<file path="config.mk">
export PLATFORM = sky130hd
export DESIGN_NAME = apb2mem_bridge
export DESIGN_NICKNAME = d
export VERILOG_FILES = /design/src/rtl/apb2mem_pkg.sv /design/src/rtl/apb2mem_bridge.sv
export SDC_FILE = /design/constraint.sdc
export NUM_CORES = 1
export LEC_CHECK = 0
export CELL_PAD_IN_SITES_DETAIL_PLACEMENT = 1
export CELL_PAD_IN_SITES_GLOBAL_PLACEMENT = 1
export CORE_MARGIN = 3
export CORE_UTILIZATION = 29
export DETAILED_ROUTE_END_ITERATION = 7
export GPL_ROUTABILITY_DRIVEN = 0
export PLACE_DENSITY_LB_ADDON = 0.25
export SLEW_MARGIN = 15
export SYNTH_ARGS = -nofsm -noshare
export SYNTH_HDL_FRONTEND = slang
export SYNTH_SLANG_ARGS = --single-unit
</file>
<file path="constraint.sdc">
create_clock -name main_clk_i -period 1.6 [get_ports main_clk_i]
set_input_delay 0.32 -clock main_clk_i [delete_from_list [all_inputs] [get_ports main_clk_i]]
set_output_delay 0.32 -clock main_clk_i [all_outputs]
set_load 0.005 [all_outputs]
</file>
<file path="src/rtl/apb2mem_pkg.sv">
// Shared types and helpers for the APB-to-mem-port bridge.
package apb2mem_pkg;

    localparam int STRB_WIDTH = 4;

    typedef enum logic [2:0] {
        ST_IDLE   = 3'd0,
        ST_RD     = 3'd1,
        ST_WR     = 3'd2,
        ST_RMW_RD = 3'd3,
        ST_RMW_WR = 3'd4,
        ST_RESP   = 3'd5
    } apb2mem_state_e;

    // Byte i comes from new_word when strb[i] is set, otherwise from old_word.
    function automatic logic [31:0] merge_bytes(input logic [31:0]          old_word,
                                                input logic [31:0]          new_word,
                                                input logic [STRB_WIDTH-1:0] strb);
        logic [31:0] merged;
        merged = old_word;
        for (int i = 0; i < STRB_WIDTH; i++) begin
            if (strb[i]) begin
                merged[i*8 +: 8] = new_word[i*8 +: 8];
            end
        end
        return merged;
    endfunction

endpackage

</file>
<file path="src/rtl/apb2mem_bridge.sv">
// APB4 slave driving the single-cycle mem port of a generated register file.
// Adds word-alignment checking, byte-strobe handling via read-modify-write,
// registered responses and a saturating count of error responses.
//
// state     | meaning
// ----------+-------------------------------------------------------------
// IDLE      | waiting for an APB access phase; latches the transfer
// RD        | single mem read, captures rdata/err
// WR        | single mem write of the full word, captures err
// RMW_RD    | mem read of the word to be partially updated, builds merge
// RMW_WR    | mem write of the merged word, captures err
// RESP      | PREADY for one cycle with captured PSLVERR/PRDATA
module apb2mem_bridge
    import apb2mem_pkg::*;
#(
    parameter int ADDR_WIDTH   = 13,
    parameter int DATA_WIDTH   = 32,
    parameter int ERRCNT_WIDTH = 8
) (
    input  logic                    main_clk_i,
    input  logic                    main_rst_an_i,
    input  logic                    apb_psel_i,
    input  logic                    apb_penable_i,
    input  logic [ADDR_WIDTH+1:0]   apb_paddr_i,
    input  logic                    apb_pwrite_i,
    input  logic [DATA_WIDTH-1:0]   apb_pwdata_i,
    input  logic [STRB_WIDTH-1:0]   apb_pstrb_i,
    output logic [DATA_WIDTH-1:0]   apb_prdata_o,
    output logic                    apb_pready_o,
    output logic                    apb_pslverr_o,
    output logic                    mem_ena_o,
    output logic [ADDR_WIDTH-1:0]   mem_addr_o,
    output logic                    mem_wena_o,
    output logic [DATA_WIDTH-1:0]   mem_wdata_o,
    input  logic [DATA_WIDTH-1:0]   mem_rdata_i,
    input  logic                    mem_err_i,
    output logic [ERRCNT_WIDTH-1:0] errcnt_o,
    input  logic                    errcnt_clr_i
);

    // The strobe handling and merge helper assume a 32-bit bus.
    if (DATA_WIDTH != 32) begin : g_bad_data_width
        $error("apb2mem_bridge: DATA_WIDTH must be 32");
    end

    apb2mem_state_e          state_q, state_d;
    logic [ADDR_WIDTH-1:0]   addr_q, addr_d;
    logic [DATA_WIDTH-1:0]   wdata_q, wdata_d;
    logic [STRB_WIDTH-1:0]   strb_q, strb_d;
    logic                    write_q, write_d;
    logic [DATA_WIDTH-1:0]   rdata_q, rdata_d;
    logic                    err_q, err_d;
    logic [ERRCNT_WIDTH-1:0] errcnt_q, errcnt_d;

    logic access_phase;
    logic misaligned;
    logic in_resp;

    assign access_phase = apb_psel_i & apb_penable_i;
    assign misaligned   = (apb_paddr_i[1:0] != 2'b00);
    assign in_resp      = (state_q == ST_RESP);

    // State register; a synchronous reset abandons any in-flight access.
    always_ff @(posedge main_clk_i) begin
        if (!main_rst_an_i) begin
            state_q <= ST_IDLE;
        end else begin
            state_q <= state_d;
        end
    end

    // Next-state decode and transfer bookkeeping (latched request, captured response).
    always_comb begin
        state_d = state_q;
        addr_d  = addr_q;
        wdata_d = wdata_q;
        strb_d  = strb_q;
        write_d = write_q;
        rdata_d = rdata_q;
        err_d   = err_q;

        case (state_q)
            ST_IDLE: begin
                if (access_phase) begin
                    addr_d  = apb_paddr_i[ADDR_WIDTH+1:2];
                    wdata_d = apb_pwdata_i;
                    strb_d  = apb_pstrb_i;
                    write_d = apb_pwrite_i;
                    rdata_d = '0;
                    err_d   = 1'b0;
                    if (misaligned) begin
                        err_d   = 1'b1;
                        state_d = ST_RESP;
                    end else if (!apb_pwrite_i) begin
                        state_d = ST_RD;
                    end else if (apb_pstrb_i == '1) begin
                        state_d = ST_WR;
                    end else if (apb_pstrb_i == '0) begin
                        // Write with no enabled bytes completes without touching mem.
                        state_d = ST_RESP;
                    end else begin
                        state_d = ST_RMW_RD;
                    end
                end
            end
            ST_RD: begin
                rdata_d = mem_rdata_i;
                err_d   = mem_err_i;
                state_d = ST_RESP;
            end
            ST_WR: begin
                err_d   = mem_err_i;
                state_d = ST_RESP;
            end
            ST_RMW_RD: begin
                // The merged word is held in wdata so the write half is driven from a register.
                rdata_d = mem_rdata_i;
                err_d   = mem_err_i;
                wdata_d = merge_bytes(mem_rdata_i, wdata_q, strb_q);
                state_d = mem_err_i ? ST_RESP : ST_RMW_WR;
            end
            ST_RMW_WR: begin
                err_d   = mem_err_i;
                state_d = ST_RESP;
            end
            ST_RESP: begin
                state_d = ST_IDLE;
            end
            default: begin
                state_d = ST_IDLE;
            end
        endcase
    end

    // Datapath registers for the latched request and captured response.
    always_ff @(posedge main_clk_i) begin
        if (!main_rst_an_i) begin
            addr_q  <= '0;
            wdata_q <= '0;
            strb_q  <= '0;
            write_q <= 1'b0;
            rdata_q <= '0;
            err_q   <= 1'b0;
        end else begin
            addr_q  <= addr_d;
            wdata_q <= wdata_d;
            strb_q  <= strb_d;
            write_q <= write_d;
            rdata_q <= rdata_d;
            err_q   <= err_d;
        end
    end

    // Error counter: clear wins over a same-cycle increment; sticks at all-ones.
    always_comb begin
        errcnt_d = errcnt_q;
        if (errcnt_clr_i) begin
            errcnt_d = '0;
        end else if (in_resp && err_q && (errcnt_q != '1)) begin
            errcnt_d = errcnt_q + 1'b1;
        end
    end

    // Error counter register.
    always_ff @(posedge main_clk_i) begin
        if (!main_rst_an_i) begin
            errcnt_q <= '0;
        end else begin
            errcnt_q <= errcnt_d;
        end
    end

    // Outputs are decoded from the state register and gated registered data only.
    assign mem_ena_o     = (state_q == ST_RD) || (state_q == ST_WR) ||
                           (state_q == ST_RMW_RD) || (state_q == ST_RMW_WR);
    assign mem_wena_o    = (state_q == ST_WR) || (state_q == ST_RMW_WR);
    assign mem_addr_o    = mem_ena_o  ? addr_q  : '0;
    assign mem_wdata_o   = mem_wena_o ? wdata_q : '0;

    assign apb_pready_o  = in_resp;
    assign apb_pslverr_o = in_resp & err_q;
    assign apb_prdata_o  = (in_resp && !write_q) ? rdata_q : '0;

    assign errcnt_o      = errcnt_q;

endmodule

</file>
# == Word-level counts from Yosys, hierarchy flattened ==
# Index checks and enable logic that the tools add are counted.
# op_classes
bitwise,3
n_eq_ne,12
mux,21
n_reduce_logical,25
add_sub_neg,1
# ops
cell,n
32-bit 2-to-1 mux,4
32-bit case mux with 2 select lines,2
8-bit 2-to-1 mux,4
3-bit 2-to-1 mux,5
13-bit 2-to-1 mux,1
3-bit AND reduction,4
"2-bit inequality test, second input constant",5
3-bit case mux with 3 select lines,1
"8-bit by 1-bit adder with 8-bit output, second input constant",1
"8-bit inequality test, second input constant",1
2-bit nonzero test,4
"3-bit by 2-bit == test with 1-bit output, second input constant",2
"3-bit == test, second input constant",2
2-bit AND reduction,3
"4-bit == test, second input constant",1
4-bit logical NOT,1
1-bit logical OR,4
2-bit OR reduction,2
4-bit OR reduction,1
"3-bit by 1-bit == test with 1-bit output, second input constant",1
1-bit logical AND,3
3-bit logical NOT,1
1-bit 2-to-1 mux,3
3-bit OR reduction,1
other kinds (4),5
# word_totals
out_inout_bits,89
reg_bits,94
input_bits,90

# == Logic depth before layout (Yosys ltp) ==
# Gate-level depths: netlist of the first run.
# depth
depth_word,7
ltp_mapped,7
depth_no_buf,5

# == Least setup slack after synthesis of the first run ==
# Ideal clock, no wire load.
# synth_path
path_type,register to register
from,register state_q[2]
to,register wdata_q[13]
n_path_buf,3
path_stages_with_launch,8
path_slack_ps,-13
arrival_time_ps,1496
setup_ps,116
period_less_slack_ps,1613
required_time_ps,1484
path_cell_list,dfxtp_1 -> buf_6 -> or3_4 -> buf_6 -> o22ai_4 -> buf_6 -> nand3_2 -> o211a_1
# synth_between
elab_chain_cells,3
word_cells_on_any_way,7
# synth_rtl
item,line,rtl
"start, declared",apb2mem_bridge.sv:46,"apb2mem_state_e state_q, state_d;"
"start signal, assigned",apb2mem_bridge.sv:68,state_q <= state_d;
3-bit by 2-bit == test with 1-bit output or 3-bit logical NOT (tied branches),apb2mem_bridge.sv:82,case (state_q)
2-bit inequality test (no line) or 2-bit nonzero test (tied branches),n/a,
3-bit AND reduction (no line),n/a,
"end signal, assigned",apb2mem_bridge.sv:146,wdata_q <= wdata_d;
"end, declared",apb2mem_bridge.sv:48,"logic [DATA_WIDTH-1:0] wdata_q, wdata_d;"
# Several ways; a longest one is shown, not always the timed one.
# A chain may end at the register's enable or synchronous reset.

# == Worst setup path after layout of the first run ==
# layout_path
from,register state_q[1]
to,register state_q[0]
# layout_between
elab_chain_cells,3
word_cells_on_any_way,8
# layout_rtl
item,line
3-bit by 1-bit == test with 1-bit output (tied with other cells),apb2mem_bridge.sv:82
3-bit OR reduction (no line),n/a
3-bit case mux with 3 select lines,apb2mem_bridge.sv:82
# Several ways; a longest one is shown, not always the timed one.

==> results of run 1 <==
-- registers in the layout, indices dropped and copies added (netlist names) --
register,cells
wdata_q,32
write_q,1
addr_q,13
rdata_q,32
errcnt_o,8
err_q,1
strb_q,4
state_q,3
-- stage by stage --
| step | TNS, ns | setup WS (ns) | total power, µW | hold WS [ns] | cell area, µm² |
|---|---|---|---|---|---|
| 6_report | -48.09 | -0.455 | 7220 | 0.401 | 9150 |
| 5_1_grt | -53.50 | -0.489 | 7480 | 0.403 | 9150 |
| 4_1_cts | -38.78 | -0.430 | 6720 | 0.392 | 8310 |
| 3_5_place_dp | -26.24 | -0.355 | 4110 | 0.455 | 7000 |
| 3_3_place_gp | -21.32 | -0.287 | 4060 | 0.448 | 7000 |
| 2_1_floorplan | 0 | 0.0126 | 3350 | 0.438 | 4700 |
-- final cells by class --
cell class / count / area [µm²]
Fill cell: 1653 / 6390
Multi-Input combinational cell: 426 / 3480
Timing Repair Buffer: 276 / 3230
Sequential cell: 94 / 1900
Tap cell: 211 / 264
Clock buffer: 13 / 240
Clock inverter: 3 / 21.3
Inverter: 1 / 3.75
-- cells by family (layout without fill, tap and decap cells) --
group,after synthesis,in the layout,synth area share (%)
xor+xnor,6,6,1.12
fa+ha+maj,1,1,0.266
simple gates,318,318,34.6
buf+inv,49,293,5.32
compound gates,100,100,18.4
flops,94,94,40.0
mux,1,1,0.213
-- per-layer routing --
layer,track usage [%],vias to the layer above,share of wire (%)
met2,38.7,158,53
met5,0,-,0
met1,26.1,2608,41
li1,-,2441,-
met4,6.51,0,1.3
met3,4.57,17,5.0
-- worst paths after layout --
path | to | slack [ns] | depth (start not counted)
worst min register to register | addr_q[2] | 0.46 | 2
worst max register to register | state_q[0] | -0.46 | 9
worst min-delay path | addr_q[6] | 0.40 | 2
worst max-delay path | state_q[0] | -0.46 | 9
-- placed cells by master (no fill, tap or decap), drive strengths merged, types with 2 or more instances in the layout --
cell | netlist | routed
a21boi | 51 | 51
xor2 | 5 | 5
or3 | 3 | 3
nor3 | 4 | 4
o211ai | 2 | 2
nand3 | 102 | 102
and3 | 2 | 2
clkbuf | 32 | 18
dfxtp | 94 | 94
nor2 | 14 | 14
nand2b | 3 | 3
clkdlybuf4s50 | 0 | 95
o22ai | 4 | 4
and2 | 78 | 78
nand2 | 106 | 106
clkinv | 0 | 2
nand4 | 2 | 2
o21ai | 4 | 4
o211a | 32 | 32
buf | 16 | 175
a21oi | 3 | 3
-- timing repair --
action / CTS / global route
buffers inserted: 40 / 18
cloned: 9 / 6
resized for setup: 556 / 206
pin swaps: 78 / 89
setup endpoints to repair: 137 / 170
-- report_power, final --
| group | switching (µW) | internal [µW] |
|---|---|---|
| combinational | 1140 | 1350 |
| sequential | 172 | 2530 |
| clock | 971 | 1060 |
==> run summary, run 1 <==
Hold/Removal Path Class: in -> reg
maximum fanout encountered on the critical timing path: 6
die height: 133 µm
count of H-tree levels built during CTS: 3
max frequency: 487 MHz
hold-fix buffer count after cts: 0
global-route congestion overflow total: 0
result of the run: finished, violations left
input/output buffers: 178
clock-pin slew on the worst setup and hold paths: 0.07 ns
via/cell ratio: 5.10
share of the clock period used by the worst path after layout: 128%
Layout Skew: 0.0116 ns
GRT Overall Usage: 21.7%
startpoint of the lowest-slack hold path: main_rst_an_i
origin of the worst setup path: state_q[1]
number of clock sinks: 94
Netlist Area Pre-Place: 0.00470 mm²
shortest clock period the worst path allows after layout: 2.06 ns
critical path class: reg -> reg
post-layout worst setup margin: -0.455 ns
remaining number of nets flagged by the antenna check after routing: 0
biggest area contributors in the synthesized netlist: sky130_fd_sc_hd__dfxtp_1 (40%), sky130_fd_sc_hd__and2_1 (10%), sky130_fd_sc_hd__nand3_1 (10%)
share of post-route cells with drive strength above 1: 50.2%
Synth Warn #: 0
initial standard-cell utilization of the core: 30.2%
root buffer cell: sky130_fd_sc_hd__clkbuf_16
TritonCTS clock tree: done
first-pass detailed-route iteration total: 4
sequence of cells on the critical path: buf_6 > buf_12 > or3_4 > buf_12 > buf_8 > nor2_8 > buf_6 > o21ai_4 > a211oi_2
top post-synthesis cells by count: sky130_fd_sc_hd__nand2_1 (106), sky130_fd_sc_hd__dfxtp_1 (94), sky130_fd_sc_hd__nand3_1 (94)
max-cap violation count: 0
Post-synth ARST share: 0%
Inserted Diodes: 0
clock latency reported for the late side of the worst-skew pair: 0.36 ns
power density over the cells: 789 mW/mm²
total count of max-transition violations in the final report: 0
unrepaired setup endpoints after global routing: yes
Post-Syn Nets: 660
cell with the most instances after synthesis: sky130_fd_sc_hd__nand2_1
global-route wire length before repair: 30600 µm
count of pins on the block boundary: 179
distinct cell type count after synthesis: 36
synthesized instance count: 569
dominant delay contributor by cell family on the critical path: buffers and inverters
Final Setup Violations: 175
average detailed-routed wire length per instance: 22.1 µm
Leak: 0.00396 µW
total placed cells including tap cells: 948
Std-Cell Rows: 45
data required time at the worst endpoint: 1.85 ns
slew at the pin with the worst max-slew slack: 0.702 ns
launching element type of the critical path: flip-flop
critical path's largest stage delay: 0.41 ns
most frequently used flop master after synthesis: sky130_fd_sc_hd__dfxtp_1
arrival time at the worst endpoint: 2.31 ns
die area: 0.0178 mm²
Routed WL: 22600 µm
HPWL Detailed: 12100 µm
Max rail drop VDD: 505 µV
placeable core area: 0.0155 mm²
utilization after layout: 58.8%
Total Nets Final: 899
initial detailed-routing violation count: 209
worst path buffer plus inverter count: 5
Non-Filler Instances: 1024
vias in the first global route: 5511
fraction of the yosys area taken by sequential cells: 40.0%
layout overhead on the synthesized area: 94.6%
maximum clock insertion buffer count: 2
number of antenna violations at the first check in global routing: 0
launch point of the worst reg-to-reg path: state_q[1]
die boundary width: 133 µm
EDFF count, synth: 0
flops & latches, synth: 94
post-synthesis area per instance: 8.26 µm²
cell type with the largest total area after synthesis: sky130_fd_sc_hd__dfxtp_1
violated checks: setup timing
Fin. Hold Viols: 0
Worst setup EP type: flip-flop
Num CTS Buffers: 9
vias after detailed routing: 5224
pin count of the biggest net entering global routing: 37
area share of the largest cell type after synthesis: 40.0%
critical-path cell with the highest stage delay: sky130_fd_sc_hd__or3_4
DR DRC count: 0
remaining max-slew budget at the tightest pin: 52.7%
(Power assumes the default switching activity.)
==> run 2: changes to the inputs <==
Settings changed: TNS_END_PERCENT set to 10.
==> run summary, run 2 (synthesized netlist as in run 1, its figures left out) <==
Worst setup EP type: primary output (was flip-flop)
Total Nets Final: 873 (was 899)
utilization after layout: 50.3% (was 58.8%)
Layout Skew: 0.00702 ns (was 0.0116 ns)
Inserted Diodes: 0 (unchanged)
hold-fix buffer count after cts: 0 (unchanged)
startpoint of the lowest-slack hold path: main_rst_an_i (unchanged)
remaining max-slew budget at the tightest pin: 75.6% (was 52.7%)
Leak: 0.00344 µW (was 0.00396 µW)
share of post-route cells with drive strength above 1: 33.3% (was 50.2%)
arrival time at the worst endpoint: 1.74 ns (was 2.31 ns)
setup TNS: -32.64 ns (was -48.09 ns)
power density over the cells: 854 mW/mm² (was 789 mW/mm²)
initial standard-cell utilization of the core: 30.2% (unchanged)
placeable core area: 0.0155 mm² (unchanged)
TritonCTS clock tree: done (unchanged)
critical path class: reg -> out (was reg -> reg)
r2r worst-path depth: 7 (was 9)
number of clock sinks: 94 (unchanged)
pin count of the biggest net entering global routing: 49 (was 37)
vias in the first global route: 5191 (was 5511)
launching element type of the critical path: flip-flop (unchanged)
Fin. Hold Viols: 0 (unchanged)
total placed cells including tap cells: 954 (was 948)
Non-Filler Instances: 998 (was 1024)
global-route congestion overflow total: 0 (unchanged)
result of the run: finished, violations left (unchanged)
average detailed-routed wire length per instance: 17.7 µm (was 22.1 µm)
max frequency: 485 MHz (was 487 MHz)
worst-case setup slack after placement: -0.354 ns (was -0.355 ns)
number of antenna violations at the first check in global routing: 1 (was 0)
Std-Cell Rows: 45 (unchanged)
data required time at the worst endpoint: 1.28 ns (was 1.85 ns)
launch point of the worst reg-to-reg path: state_q[0] (was state_q[1])
shortest clock period the worst path allows after layout: 2.06 ns (about the same)
remaining number of nets flagged by the antenna check after routing: 0 (unchanged)
Final Setup Violations: 127 (was 175)
Routed WL: 17700 µm (was 22600 µm)
Hold EP: state_q[1] (was addr_q[6])
total count of max-transition violations in the final report: 0 (unchanged)
count of pins on the block boundary: 179 (unchanged)
global-route wire length before repair: 26600 µm (was 30600 µm)
first-pass detailed-route iteration total: 4 (unchanged)
maximum fanout encountered on the critical timing path: 5 (was 6)
Hold/Removal Path Class: in -> reg (unchanged)
top flop regs: rdata_q x32, wdata_q x32, addr_q x13 (unchanged)
post-layout worst setup margin: -0.463 ns (was -0.455 ns)
share of the clock period used by the worst path after layout: 129% (was 128%)
GRT Overall Usage: 18.5% (was 21.7%)
violated checks: setup timing (unchanged)
die area: 0.0178 mm² (unchanged)
most frequent cells in the layout: sky130_fd_sc_hd__nand2_1 (105), sky130_fd_sc_hd__clkdlybuf4s50_1 (95), sky130_fd_sc_hd__dfxtp_1 (83), sky130_fd_sc_hd__nand3_1 (68), sky130_fd_sc_hd__and2_1 (44) (was sky130_fd_sc_hd__buf_6 (112), sky130_fd_sc_hd__clkdlybuf4s50_1 (95), sky130_fd_sc_hd__nand2_1 (88), sky130_fd_sc_hd__dfxtp_1 (84), sky130_fd_sc_hd__and2_4 (76))
max-cap violation count: 0 (unchanged)
initial detailed-routing violation count: 208 (was 209)
maximum clock insertion buffer count: 2 (unchanged)
Worst Hold Depth: 3 (was 2)
vias after detailed routing: 4908 (was 5224)
HPWL Detailed: 12300 µm (was 12100 µm)
clock latency reported for the late side of the worst-skew pair: 0.35 ns (was 0.36 ns)
DR DRC count: 0 (unchanged)
unrepaired setup endpoints after global routing: yes (unchanged)
clock-pin slew on the worst setup and hold paths: 0.07 ns (about the same)
end of the worst register-to-register path: wdata_q[25] (was state_q[0])
root buffer cell: sky130_fd_sc_hd__clkbuf_16 (unchanged)
die boundary width: 133 µm (unchanged)
slew at the pin with the worst max-slew slack: 0.362 ns (was 0.702 ns)
most frequent standard cell in the layout excluding fill and tap cells: sky130_fd_sc_hd__nand2_1 (was sky130_fd_sc_hd__buf_6)
Num CTS Buffers: 9 (unchanged)
layout overhead on the synthesized area: 66.4% (was 94.6%)
setup slack of the worst register-to-register path: -0.21 ns (was -0.46 ns)
Max rail drop VDD: 658 µV (was 505 µV)
via/cell ratio: 4.92 (was 5.10)
post-route worst hold slack: 0.382 ns (was 0.401 ns)
input/output buffers: 178 (unchanged)
count of H-tree levels built during CTS: 3 (unchanged)
die height: 133 µm (unchanged)
==> run 2: area by class of cell <==
cell class / count / area (µm²)
fillers: 1782 / 7720
multi-input cells: 426 / 2880
repair buffers: 250 / 2460
flip-flops and latches: 94 / 1910
well taps: 211 / 264
clock buffers: 10 / 239
clock inverters: 6 / 70.1
inverters: 1 / 3.75
==> run 2: layer usage <==
layer | part of all wire [%] | vias up | GRT usage [%]
li1 | - | 2378 | -
met1 | 41 | 2395 | 20.7
met2 | 52 | 126 | 34.4
met3 | 6.3 | 9 | 6.08
met4 | 0.79 | 0 | 3.43
met5 | 0 | - | 0
==> run 2: how the worst max path moves through the flow <==
stage | startpoint | endpoint | slack [ns] | cells after the start
after floorplan | state_q[2] | wdata_q[22] | -0.01 | 7
after global placement | state_q[2] | mem_wdata_o[31] | -0.28 | 6
after detailed placement | state_q[0] | apb_prdata_o[30] | -0.35 | 5
after CTS | state_q[2] | mem_wdata_o[31] | -0.68 | 6
after global routing | state_q[0] | mem_addr_o[0] | -0.53 | 8
final | state_q[0] | mem_addr_o[0] | -0.46 | 8
==> run 2: timing repair <==
item	CTS	global route
resized for setup	167	249
buffers inserted	5	16
setup endpoints to repair	140	150
pin swaps	4	25
gates cloned	3	4
==> run 2: stage by stage <==
step	area, µm²	total power [µW]
final	7820	6680
after detailed placement	6980	4110
after global routing	7820	7030
after CTS	7380	6370
after floorplan	4700	3350
after global placement	6980	4060
==> run 2: power breakdown <==
| part | internal, µW | switching [µW] | total, µW | leakage, µW |
|---|---|---|---|---|
| clock network | 1260 | 952 | 2210 | 0.000141 |
| logic | 981 | 839 | 1820 | 0.00253 |
| registers | 2530 | 114 | 2640 | 0.000773 |
| total | 4770 | 1900 | 6680 | 0.00344 |
==> run 2: worst max-delay path: stages, from the launching register on <==
cell and delay (ns):
sky130_fd_sc_hd__dfxtp_4 0.37, sky130_fd_sc_hd__buf_6 0.12, sky130_fd_sc_hd__nor3_4 0.23, sky130_fd_sc_hd__nor2_4 0.07, sky130_fd_sc_hd__buf_6 0.13, sky130_fd_sc_hd__buf_6 0.11
sky130_fd_sc_hd__buf_6 0.11, sky130_fd_sc_hd__and2_4 0.15, sky130_fd_sc_hd__buf_6 0.11
==> run 3: changes to the inputs <==
Settings changed: HOLD_SLACK_MARGIN set to 0.05.
==> results of run 3 <==
Final layout, timing and power as in run 2 (identical DEF).
